$ cat src/rtl/tnn_pool_pkg.sv
// rtl/tnn_pool_pkg.sv - shared pooling/unpooling defaults, state enum and feature type
package tnn_pool_pkg;

    localparam int FEATURE_WIDTH_DEF = 32;
    localparam int WINDOW_DEF        = 4;

    typedef enum logic {
        IDLE = 1'b0,
        EMIT = 1'b1
    } unpool_state_e;

    typedef logic signed [FEATURE_WIDTH_DEF-1:0] feature_t;

endpackage

$ cat src/rtl/unpool_beat_counter.sv
// rtl/unpool_beat_counter.sv - window position counter with last-beat detect
module unpool_beat_counter #(
    parameter int WINDOW    = 4,
    parameter int IDX_WIDTH = $clog2(WINDOW)
) (
    input  logic                 clk,
    input  logic                 rst,
    input  logic                 clear_i,
    input  logic                 load_i,
    input  logic                 inc_i,
    output logic [IDX_WIDTH-1:0] pos_o,
    output logic                 last_o
);

    localparam logic [IDX_WIDTH-1:0] LAST_POS = IDX_WIDTH'(WINDOW - 1);

    logic [IDX_WIDTH-1:0] pos_q, pos_d;

    // Load (new burst) and clear (back to idle) both restart at position 0.
    always_comb begin
        pos_d = pos_q;
        if (load_i || clear_i) begin
            pos_d = '0;
        end else if (inc_i) begin
            pos_d = pos_q + 1'b1;
        end
    end

    always_ff @(posedge clk) begin
        if (rst) begin
            pos_q <= '0;
        end else begin
            pos_q <= pos_d;
        end
    end

    assign pos_o  = pos_q;
    assign last_o = (pos_q == LAST_POS);

endmodule

$ cat src/rtl/max_unpool_unit.sv
// rtl/max_unpool_unit.sv - streaming max-unpooling; UNPOOL_IDX_CHECK_EN enables sticky index-range error
module max_unpool_unit
    import tnn_pool_pkg::*;
#(
    parameter int FEATURE_WIDTH = FEATURE_WIDTH_DEF,
    parameter int WINDOW        = WINDOW_DEF,
    parameter int IDX_WIDTH     = $clog2(WINDOW)
) (
    input  logic                            clk,
    input  logic                            rst,
    input  logic                            in_valid,
    output logic                            in_ready,
    input  logic signed [FEATURE_WIDTH-1:0] in_data,
    input  logic        [IDX_WIDTH-1:0]     in_idx,
    output logic                            out_valid,
    input  logic                            out_ready,
    output logic signed [FEATURE_WIDTH-1:0] out_data,
    output logic        [IDX_WIDTH-1:0]     out_pos,
    output logic                            out_last,
    output logic                            err
);

    unpool_state_e                   state_q, state_d;
    logic signed [FEATURE_WIDTH-1:0] val_q, val_d;
    logic        [IDX_WIDTH-1:0]     idx_q, idx_d;
    logic        [IDX_WIDTH-1:0]     cnt_pos;
    logic                            cnt_last;
    logic                            accept;
    logic                            fire;

    assign out_valid = (state_q == EMIT);
    assign fire      = out_valid && out_ready;
    assign in_ready  = (state_q == IDLE) || (fire && cnt_last);
    assign accept    = in_valid && in_ready;

    always_comb begin
        state_d = state_q;
        val_d   = val_q;
        idx_d   = idx_q;
        case (state_q)
            IDLE: if (in_valid) state_d = EMIT;
            EMIT: if (fire && cnt_last) state_d = in_valid ? EMIT : IDLE;
            default: state_d = IDLE;
        endcase
        if (accept) begin
            val_d = in_data;
            idx_d = in_idx;
        end
    end

    always_ff @(posedge clk) begin
        if (rst) begin
            state_q <= IDLE;
            val_q   <= '0;
            idx_q   <= '0;
        end else begin
            state_q <= state_d;
            val_q   <= val_d;
            idx_q   <= idx_d;
        end
    end

    unpool_beat_counter #(
        .WINDOW    (WINDOW),
        .IDX_WIDTH (IDX_WIDTH)
    ) u_beat_counter (
        .clk     (clk),
        .rst     (rst),
        .clear_i (fire && cnt_last && !accept),
        .load_i  (accept),
        .inc_i   (fire && !cnt_last),
        .pos_o   (cnt_pos),
        .last_o  (cnt_last)
    );

    // An out-of-range index never matches a position, so its burst is all zeros.
    assign out_pos  = cnt_pos;
    assign out_last = out_valid && cnt_last;
    assign out_data = (out_valid && (cnt_pos == idx_q)) ? val_q : '0;

`ifdef UNPOOL_IDX_CHECK_EN
    localparam logic [IDX_WIDTH:0] WIN_EXT = WINDOW[IDX_WIDTH:0];

    logic err_q, err_d;

    always_comb begin
        err_d = err_q | (accept && ({1'b0, in_idx} >= WIN_EXT));
    end

    always_ff @(posedge clk) begin
        if (rst) begin
            err_q <= 1'b0;
        end else begin
            err_q <= err_d;
        end
    end

    assign err = err_q;
`else
    assign err = 1'b0;
`endif

endmodule

$ cat config.mk
export PLATFORM = sky130hd
export DESIGN_NAME = max_unpool_unit
export DESIGN_NICKNAME = d
export VERILOG_FILES = /design/src/rtl/tnn_pool_pkg.sv /design/src/rtl/unpool_beat_counter.sv /design/src/rtl/max_unpool_unit.sv
export SDC_FILE = /design/constraint.sdc
export NUM_CORES = 1
export LEC_CHECK = 0
export CELL_PAD_IN_SITES_DETAIL_PLACEMENT = 1
export CELL_PAD_IN_SITES_GLOBAL_PLACEMENT = 1
export CORE_UTILIZATION = 34
export DETAILED_ROUTE_END_ITERATION = 7
export PLACE_DENSITY_LB_ADDON = 0.1
export SLEW_MARGIN = 20
export SYNTH_ARGS = -nofsm -noshare
export SYNTH_HDL_FRONTEND = slang
export SYNTH_HIERARCHICAL = 1
export SYNTH_SLANG_ARGS = --single-unit
export TNS_END_PERCENT = 50
$ cat constraint.sdc
create_clock -name clk -period 2.5 [get_ports clk]
set_input_delay 0.5 -clock clk [delete_from_list [all_inputs] [get_ports clk]]
set_output_delay 0.5 -clock clk [all_outputs]
set_load 0.01 [all_outputs]
Yosys cells after proc, flatten, opt, wreduce, memory -nomap -nowiden
Cells that the tools add are included.
W data, S select, Z words.
- register bits after elaboration: 37
- input port bits: 38
- output and inout bits: 38
- word-level logic and storage cells: 24
- add/subtract/negate cells: 1
- eq/ne operators: 2
- muxes and demuxes: 4
- bitwise logic cells: 1
- reductions and logical operators: 12
- operators with widths (cell ; number):
    $mux W32 ; 1
    $logic_and A1 B1 Y1 ; 7
    $add A2 B1 Y2 const B ; 1
    $eq A2 B2 Y1 ; 1
    $eq A2 B2 Y1 const B ; 1
    $logic_not A1 Y1 ; 2
    $logic_or A1 B1 Y1 ; 2
    $mux W1 ; 2
    $pmux W1 S2 ; 1
    $reduce_or A2 Y1 ; 1
    $not A1 Y1 ; 1

Logic depth before layout (Yosys ltp)
Gate-level depths: netlist of the first run.
- depth after elaboration: 8
- mapped depth: 6
- mapped depth without buffers: 4

Hierarchy
The synthesis of the first run kept the hierarchy.
- modules (own cells, without submodules) (module ; instances ; cells an instance ; area each (µm²) ; seq. area each (µm²)):
    max_unpool_unit ; 1 ; 197 ; 1860.5 ; 700.7
    unpool_beat_counter ; 1 ; 7 ; 96.3 ; 40.0

Least setup slack after synthesis of the first run
OpenSTA, ideal clock, no wires.
- path kind: reg2out
- start point: reg u_beat_counter.pos_q[0] (netlist: u_beat_counter/pos_o[0])
- end point: out out_data[10]
- arrival time: 1.156 ns
- data required time: 2.000 ns
- setup slack: 0.844 ns
- stages on the path, launching flop included: 5
- buffers on the path: 1
- cells stage by stage: dfxtp_1 > xnor2_1 > and3_1 > clkbuf_1 > and2_1
- word-level cells in the longest chain between the ends: 3
- RTL lines (what ; line ; text):
    start: declaration ; unpool_beat_counter.sv:17 ; logic [IDX_WIDTH-1:0] pos_q, pos_d;
    start signal: assignment ; unpool_beat_counter.sv:33 ; pos_q <= pos_d;
    $eq A2 B2 Y1 ; max_unpool_unit.sv:79 ; assign out_data = (out_valid && (cnt_pos == idx_q)) ? val_q : '0;
    $logic_and A1 B1 Y1 ; max_unpool_unit.sv:79 ;
    $mux W32 ; max_unpool_unit.sv:79 ;
    end: declaration ; max_unpool_unit.sv:17 ; output logic signed [FEATURE_WIDTH-1:0] out_data,
Every way passes these cells.

Final worst setup path of the first run
- start point: reg u_beat_counter.pos_q[0] (netlist: u_beat_counter/pos_o[0])
- end point: out out_data[0]
Same word-level chain as after synthesis.

==> results.py, run 1 <==
metrics = {
    "placed_design": {
        "io_buffers": 74,
        "hpwl_microns": 2870,
        "routabilityCongestion": 0.662,
        "placed_cell_area_sq_um": 2730,
    },
    "critical_path": {
        "cp-start-kind": "flip-flop",
        "crit_fanout": 20,
        "crit_required_ns": 2.00,
        "worstPathArrival_ns": 1.84,
        "critPathCaptureType": "output pin",
        "crit_type": "reg -> out",
    },
    "yosys": {
        "ys_types": 19,
        "ys.warnings.count": 6,
        "yosysTopAreaCellShare": 0.379,
        "syn_avg_cell_area_sq_um": 9.59,
        "seq_area_frac_synth": 0.379,
        "synthTopCellsByArea": "dfxtp_1 38%, nand2b_1 22%, mux2i_1 18%, and2_1 11%, buf_12 3.1%",
        "synth_cells": 204,
        "syn_area_sq_um": 1960,
        "synth-seq-cells": 37,
        "synth_top_area_cell": "dfxtp_1",
        "synth_nets": 243,
    },
    "clock_tree": {
        "cts_buffers": 5,
        "cts_tree": "yes",
        "worstSkewPairLatency_ns": 0.29,
        "path_clk_slew_ns": 0.07,
        "root_buffer": "clkbuf_8",
        "h-tree-depth": 2,
        "cts_buffer_depth": 2,
        "clock-sinks": 37,
    },
    "sta": {
        "rsz0062_at_grt": "false",
        "finalClockSkew_ns": 0.00975,
        "hold_viol_final": 0,
        "setup_viol": 0,
        "max_freq_mhz": 427,
        "finalCritPeriodShare": 0.936,
        "tns_ns": 0,
        "final_max_slew_viol_count": 0,
        "fin_crit_ns": 2.34,
    },
    "route": {
        "wl_per_cell_microns": 12.3,
        "drt_iter0_drc": 50,
        "drt_drc_violations_left": 0,
        "ant_nets": 0,
        "viasPerCell": 4.38,
        "drt-pass1-iter-count": 4,
        "wl_microns": 4250,
        "via_count": 1519,
    },
    "cells_and_area": {
        "num_antenna_cells": 0,
        "final_common_cell": "clkdlybuf4s50_1",
        "final_cell_mix": "73 x clkdlybuf4s50_1, 68 x nand2b_1, 35 x mux2i_1, 35 x dfxtp_1, 33 x and2_1",
        "final_area_sq_um": 2840,
        "area_delta_synth_final_pct": 44.9,
        "drive_above_1_share": 0.0691,
        "nNetsFinal": 313,
    },
    "floorplan": {
        "core_sq_um": 5540,
        "start_util": 0.353,
        "die_h_microns": 77.9,
        "ios": 76,
        "dieArea_sq_um": 6060,
        "die_w_microns": 77.9,
        "rows": 27,
    },
    "pwr": {
        "p_per_area_nw_per_um2": 479,
        "ir_drop_mv": 0.327,
        "p_leak_nw": 1.09,
    },
    "grt": {
        "grt_usage": 0.147,
        "grt_max_degree": 41,
        "grt_overflow": 0,
        "grt_pass1_vias": 1531,
        "antenna_found_initial": 0,
        "grt_pass1_wl_microns": 6910,
    },
    "worst_hold_path": {
        "min_path_type": "reg -> reg",
    },
    "run_status": {
        "status": "complete, no violations",
    },
    "job": {
        "drv_cap": 0,
    },
}
==> state kept, by name, indices dropped and copies added, names as in the netlist <==
register              count
val_q                    32
idx_q                     2
u_beat_counter/pos_o      2
out_valid                 1
==> cell families after synthesis <==
kind of cell	count (synthesis)	share of synthesized area
compound gates	1	0.00575
xor+xnor	3	0.0134
fa+ha+maj	1	0.00639
buf+inv	16	0.0614
flops	37	0.379
mux	35	0.179
other cells	1	0.00192
simple gates	110	0.354
==> layer usage <==
| metal | vias to the layer above | track usage | share of wire |
|---|---|---|---|
| li1 | 782 | - | - |
| met2 | 44 | 0.258 | 0.45 |
| met5 | - | 0 | 0 |
| met4 | 0 | 0.0736 | 0.018 |
| met1 | 686 | 0.161 | 0.47 |
| met3 | 7 | 0.0424 | 0.054 |
==> layout make-up <==
type / count / area (sq um)
Fill cell: 671 / 2700
Multi-Input combinational cell: 151 / 1100
Timing Repair Buffer: 78 / 795
Sequential cell: 37 / 743
Clock buffer: 7 / 96.3
Tap cell: 72 / 90.1
Clock inverter: 1 / 5.00
Inverter: 1 / 3.75
==> metrics by stage <==
stage,power [mW],hold WS (ns),instances,worst slack [ns],util
after floorplan,0.798,0.444,204,0.844,-
after global placement,0.911,0.455,339,0.314,0.493
after detailed placement,0.915,0.458,339,0.269,0.493
after CTS,1.39,0.474,347,0.0340,0.511
after global routing,1.43,0.493,347,0.0330,0.512
final,1.36,0.468,347,0.159,0.512
==> critical path: stages, from the launching register on <==
cell             delay (ns)
dfxtp_2                0.37
xnor2_1                0.11
and3_1                 0.20
buf_6                  0.18
and2_1                 0.16
clkdlybuf4s50_1        0.53
==> repair_timing <==
item / 4_1_cts / 5_1_grt
setup buffers: 0 / 0
setup endpoints to repair: 0 / 21
hold buffers: 0 / 0
gates resized for setup: 0 / 3
==> synthesized netlist by cell type, drive strengths merged <==
cell	n
nor2b	1
buf	5
ha	1
and2	33
inv	1
conb	1
nand2	1
nor3b	1
nand2b	68
xnor2	3
clkbuf	10
nor4	2
a21boi	1
dfxtp	37
mux2i	35
and3	1
nor2	3
==> worst paths after layout <==
path | endpoint | cells after the start | slack [ns] | startpoint
max | out_data[0] | 5 | 0.16 | u_beat_counter/pos_o[0]
min | val_q[3] | 2 | 0.47 | val_q[3]
max reg2reg | u_beat_counter/pos_o[0] | 5 | 1.05 | u_beat_counter/pos_o[0]
min reg2reg | val_q[3] | 2 | 0.47 | val_q[3]
==> report_power, final <==
group | total, mW | internal (mW) | switching (mW)
logic | 0.254 | 0.155 | 0.0987
registers | 0.644 | 0.626 | 0.0177
clock network | 0.462 | 0.249 | 0.212
total | 1.36 | 1.03 | 0.329
Note: power is estimated with default switching activity, not from simulation.
==> inputs of run 2 (changes only) <==
--- a/config.mk
+++ b/config.mk
@@ -10,6 +10,7 @@
 export CORE_UTILIZATION = 34
 export DETAILED_ROUTE_END_ITERATION = 7
 export PLACE_DENSITY_LB_ADDON = 0.1
+export SKIP_LAST_GASP = 1
 export SLEW_MARGIN = 20
 export SYNTH_ARGS = -nofsm -noshare
 export SYNTH_HDL_FRONTEND = slang
==> results of run 2 <==
Final layout, timing and power as in run 1 (identical DEF).
==> inputs of run 3 (changes only) <==
--- a/config.mk
+++ b/config.mk
@@ -7,6 +7,7 @@
 export LEC_CHECK = 0
 export CELL_PAD_IN_SITES_DETAIL_PLACEMENT = 1
 export CELL_PAD_IN_SITES_GLOBAL_PLACEMENT = 1
+export CORE_MARGIN = 1.5
 export CORE_UTILIZATION = 34
 export DETAILED_ROUTE_END_ITERATION = 7
 export PLACE_DENSITY_LB_ADDON = 0.1
==> run 3 against run 2 <==
Worst hold slack gained 0.0027 ns; critical path type unchanged; routed wire length grew 1.8%; utilization decreased by 0.59 points.
==> results.py, run 3 (synthesis gave the netlist of run 1 again) <==
metrics = {
    "sta": {
        "finalCritPeriodShare": 0.938,
        "final_max_slew_viol_count": 0,
        "rsz0062_at_grt": "false",
        "worst_slew_pin_slew_ns": 0.520,
        "setup_viol": 0,
        "fin_crit_ns": 2.34,
        "hold_viol_final": 0,
        "finalClockSkew_ns": 0.00495,
        "maxSlewHeadroom": 0.654,
        "tns_ns": 0,
        "max_freq_mhz": 427,
    },
    "placed_design": {
        "io_buffers": 74,
        "routabilityCongestion": 0.720,
        "hpwl_microns": 3010,
        "dp_cells": 341,
    },
    "clock_tree": {
        "cts_buffer_depth": 2,
        "h-tree-depth": 2,
        "cts_buffers": 5,
        "cts_setup_buffers": 0,
        "path_clk_slew_ns": 0.07,
        "cts_tree": "yes",
        "root_buffer": "clkbuf_8",
        "worstSkewPairLatency_ns": 0.28,
        "clock-sinks": 37,
    },
    "critical_path": {
        "slowest_stage": "clkdlybuf4s50_1",
        "path_delay_family": "buffers and inverters",
        "critPathCaptureType": "output pin",
        "critPathBufInv": 2,
        "cp-start-kind": "flip-flop",
        "critPathMaxStageDelay_ns": 0.53,
        "crit_chain": "xnor2_1 > and3_1 > buf_4 > and2_1 > clkdlybuf4s50_1",
        "crit_required_ns": 2.00,
        "crit_fanout": 18,
        "crit_type": "reg -> out",
        "worstPathArrival_ns": 1.84,
    },
    "pwr": {
        "finalPower_mw": 1.30,
        "p_leak_nw": 1.08,
        "p_per_area_nw_per_um2": 464,
        "ir_drop_mv": 0.205,
    },
    "route": {
        "wl_microns": 4330,
        "drt_iter0_drc": 46,
        "via_count": 1523,
        "drt_drc_violations_left": 0,
        "drt-pass1-iter-count": 2,
        "ant_nets": 0,
        "wl_per_cell_microns": 12.4,
        "viasPerCell": 4.36,
    },
    "grt": {
        "grt_pass1_vias": 1446,
        "grt_usage": 0.142,
        "grt_pass1_wl_microns": 6960,
        "antenna_found_initial": 0,
        "grt_overflow": 0,
        "grt_max_degree": 72,
    },
    "floorplan": {
        "rows": 27,
        "dieArea_sq_um": 6220,
        "start_util": 0.353,
        "ios": 76,
        "die_h_microns": 78.9,
        "die_w_microns": 78.9,
        "core_sq_um": 5540,
    },
    "cells_and_area": {
        "largest_register_ff_count": 32,
        "num_antenna_cells": 0,
        "final_common_cell": "clkdlybuf4s50_1",
        "area_delta_synth_final_pct": 43.3,
        "fin_util": 0.506,
        "final_cell_mix": "73 x clkdlybuf4s50_1, 68 x nand2b_1, 35 x mux2i_1, 35 x dfxtp_1, 33 x and2_1",
        "regMostFlops": "val_q",
        "fillers": 662,
        "nNetsFinal": 315,
        "drive_above_1_share": 0.0722,
        "stdcell_count": 349,
    },
    "run_status": {
        "status": "complete, no violations",
    },
    "job": {
        "drv_cap": 0,
    },
    "worst_hold_path": {
        "min_path_type": "reg -> reg",
    },
}
run 3: cell count changes in the layout (fill, tap and decap cells not counted):
cell | before | now
buf_6 | 1 | 0
buf_4 | 1 | 6
buf_12 | 2 | 0
clkinv_2 | 1 | 2
clkbuf_8 | 7 | 5
clkbuf_1 | 0 | 1
run 3: routing by layer:
layer | part of all wire | GRT usage | wire length (microns)
met1 | 0.49 | 0.183 | 2110
met2 | 0.44 | 0.227 | 1930
met3 | 0.054 | 0.0414 | 235
met4 | 0.013 | 0.0474 | 55
met5 | 0 | 0 | 0
run 3: path summary, 6_finish.rpt:
path / start / endpoint / slack (ns) / cells after the start
worst max-delay path: u_beat_counter/pos_o[0] / out_data[30] / 0.16 / 5
worst min-delay path: val_q[1] / val_q[1] / 0.47 / 2
worst max register to register: u_beat_counter/pos_o[0] / u_beat_counter/pos_o[1] / 0.99 / 5
worst min register to register: val_q[1] / val_q[1] / 0.47 / 2
run 3: report_power, final:
group	internal, mW	leakage (nW)	switching (mW)	total, mW
logic	0.152	0.735	0.0988	0.251
registers	0.626	0.305	0.0185	0.644
clock network	0.193	0.0450	0.213	0.407
total	0.971	1.08	0.331	1.30
run 3: layout make-up:
type	count	area, sq um	area share
repair buffers	80	781	0.278
clock buffers	6	72.6	0.0259
flip-flops and latches	37	743	0.265
inverters	1	3.75	0.00134
clock inverters	2	10.0	0.00357
multi-input cells	151	1100	0.394
well taps	72	90.1	0.0321
run 3: what timing repair did:
action / CTS / global route
hold buffers: 0 / 0
setup endpoints to repair: 0 / 7
gates resized for setup: 0 / 2
run 3: worst min-delay path: cells and delay by family, from the launching register on:
| kind | cells | cell delay (ns) |
|---|---|---|
| simple gates | 1 | 0.06 |
| flops | 1 | 0.31 |
| mux | 1 | 0.05 |
run 3: metrics by stage:
| step | instance area, sq um | setup WS, ns | hold slack [ns] |
|---|---|---|---|
| final | 2800 | 0.156 | 0.470 |
| after floorplan | 1960 | 0.844 | 0.444 |
| after global placement | 2720 | 0.271 | 0.454 |
| after global routing | 2800 | 0.0490 | 0.486 |
| after CTS | 2800 | 0.0668 | 0.476 |
| after detailed placement | 2720 | 0.271 | 0.459 |
==> patch, RTL diff (settings of run 1) <==
Change the package constant `FEATURE_WIDTH_DEF` from 32 to 40.
--- a/src/rtl/tnn_pool_pkg.sv
+++ b/src/rtl/tnn_pool_pkg.sv
@@ -1,7 +1,7 @@
 // rtl/tnn_pool_pkg.sv - shared pooling/unpooling defaults, state enum and feature type
 package tnn_pool_pkg;
 
-    localparam int FEATURE_WIDTH_DEF = 32;
+    localparam int FEATURE_WIDTH_DEF = 40;
     localparam int WINDOW_DEF        = 4;
 
     typedef enum logic {
Interface: changed (resized in_data and out_data); port bits go from 76 to 92. The function was not compared with the original's and may differ.
==> patch against run 1 <==
Utilization shrank 0.59 points; design area grew 21%; cell count grew 23%; power grew 14%; worst hold slack gained 0.0018 ns; wire length grew 23%; setup slack lost 0.049 ns; first-iteration DRC count shrank 68%; sequential cell count grew 8; sequential power grew 22%; clock power shrank 2%; area after synthesis grew 22%; largest power group unchanged.
==> patch: results <==
{
  "seq-power_uw": 784,
  "synthMuxAreaShare_pct": 18.1,
  "p_sw_uw": 379,
  "gr-usage-all-layers_pct": 14.8,
  "pwr-share-comb_pct": 20.3,
  "drt_iter0_drc": 16,
  "synth_xor_area_share_pct": 1.10,
  "multi_input_cells": 183,
  "leakagePower_nw": 1.33,
  "path_max_fanout": 30,
  "layout.nonclk_buf_share_pct": 28.7,
  "synthAdderAreaFrac_pct": 0.526,
  "synth_nets": 295,
  "multi_input_area_um2": 1340,
  "finClkSkew_ns": 0.00288,
  "instances_no_fill": 427,
  "synthCells": 248,
  "cp_data_arrival_time_ns": 1.89,
  "viasPerCell": 4.37,
  "grt_pass1_vias": 1860,
  "ir_drop_mv": 0.182,
  "seq_area_frac_synth_pct": 37.9,
  "synthTopCellsByArea": "dfxtp_1, nand2b_1, mux2i_1",
  "ys_ff_latch": 45,
  "grt_max_degree": 48,
  "wl_per_cell_um": 12.2,
  "post-dp-hpwl_mm": 3.65,
  "fill_cells": 771,
  "clk_share_pct": 2.51,
  "outcome": "finished clean",
  "layout-drive-gt1-share_pct": 5.74,
  "synth_compound_area_share_pct": 0.473,
  "grt_use_met3_pct": 3.85,
  "gp_congestion": 0.672
}
## patch: path summary, 6_finish.rpt
| path | start | endpoint | slack [ns] | cells after the start |
|---|---|---|---|---|
| worst max-delay path | idx_q[0]$_SDFFE_PP0P_ | out_data[11] | 0.11 | 5 |
| worst min-delay path | val_q[16]$_SDFFE_PP0P_ | val_q[16]$_SDFFE_PP0P_ | 0.47 | 2 |
| worst max register to register | u_beat_counter/pos_o[0]$_SDFFE_PP0P_ | val_q[29]$_SDFFE_PP0P_ | 0.86 | 5 |
| worst min register to register | val_q[16]$_SDFFE_PP0P_ | val_q[16]$_SDFFE_PP0P_ | 0.47 | 2 |
## patch: metrics by stage
| stage | cell area, um2 | utilization (%) | power (mW) |
|---|---|---|---|
| detailed placement | 3340 | 49.2 | 1.12 |
| global placement | 3340 | 49.2 | 1.11 |
| floorplan | 2380 | - | 0.972 |
| global route | 3440 | 50.6 | 1.64 |
| finish | 3440 | 50.6 | 1.55 |
| CTS | 3430 | 50.5 | 1.58 |
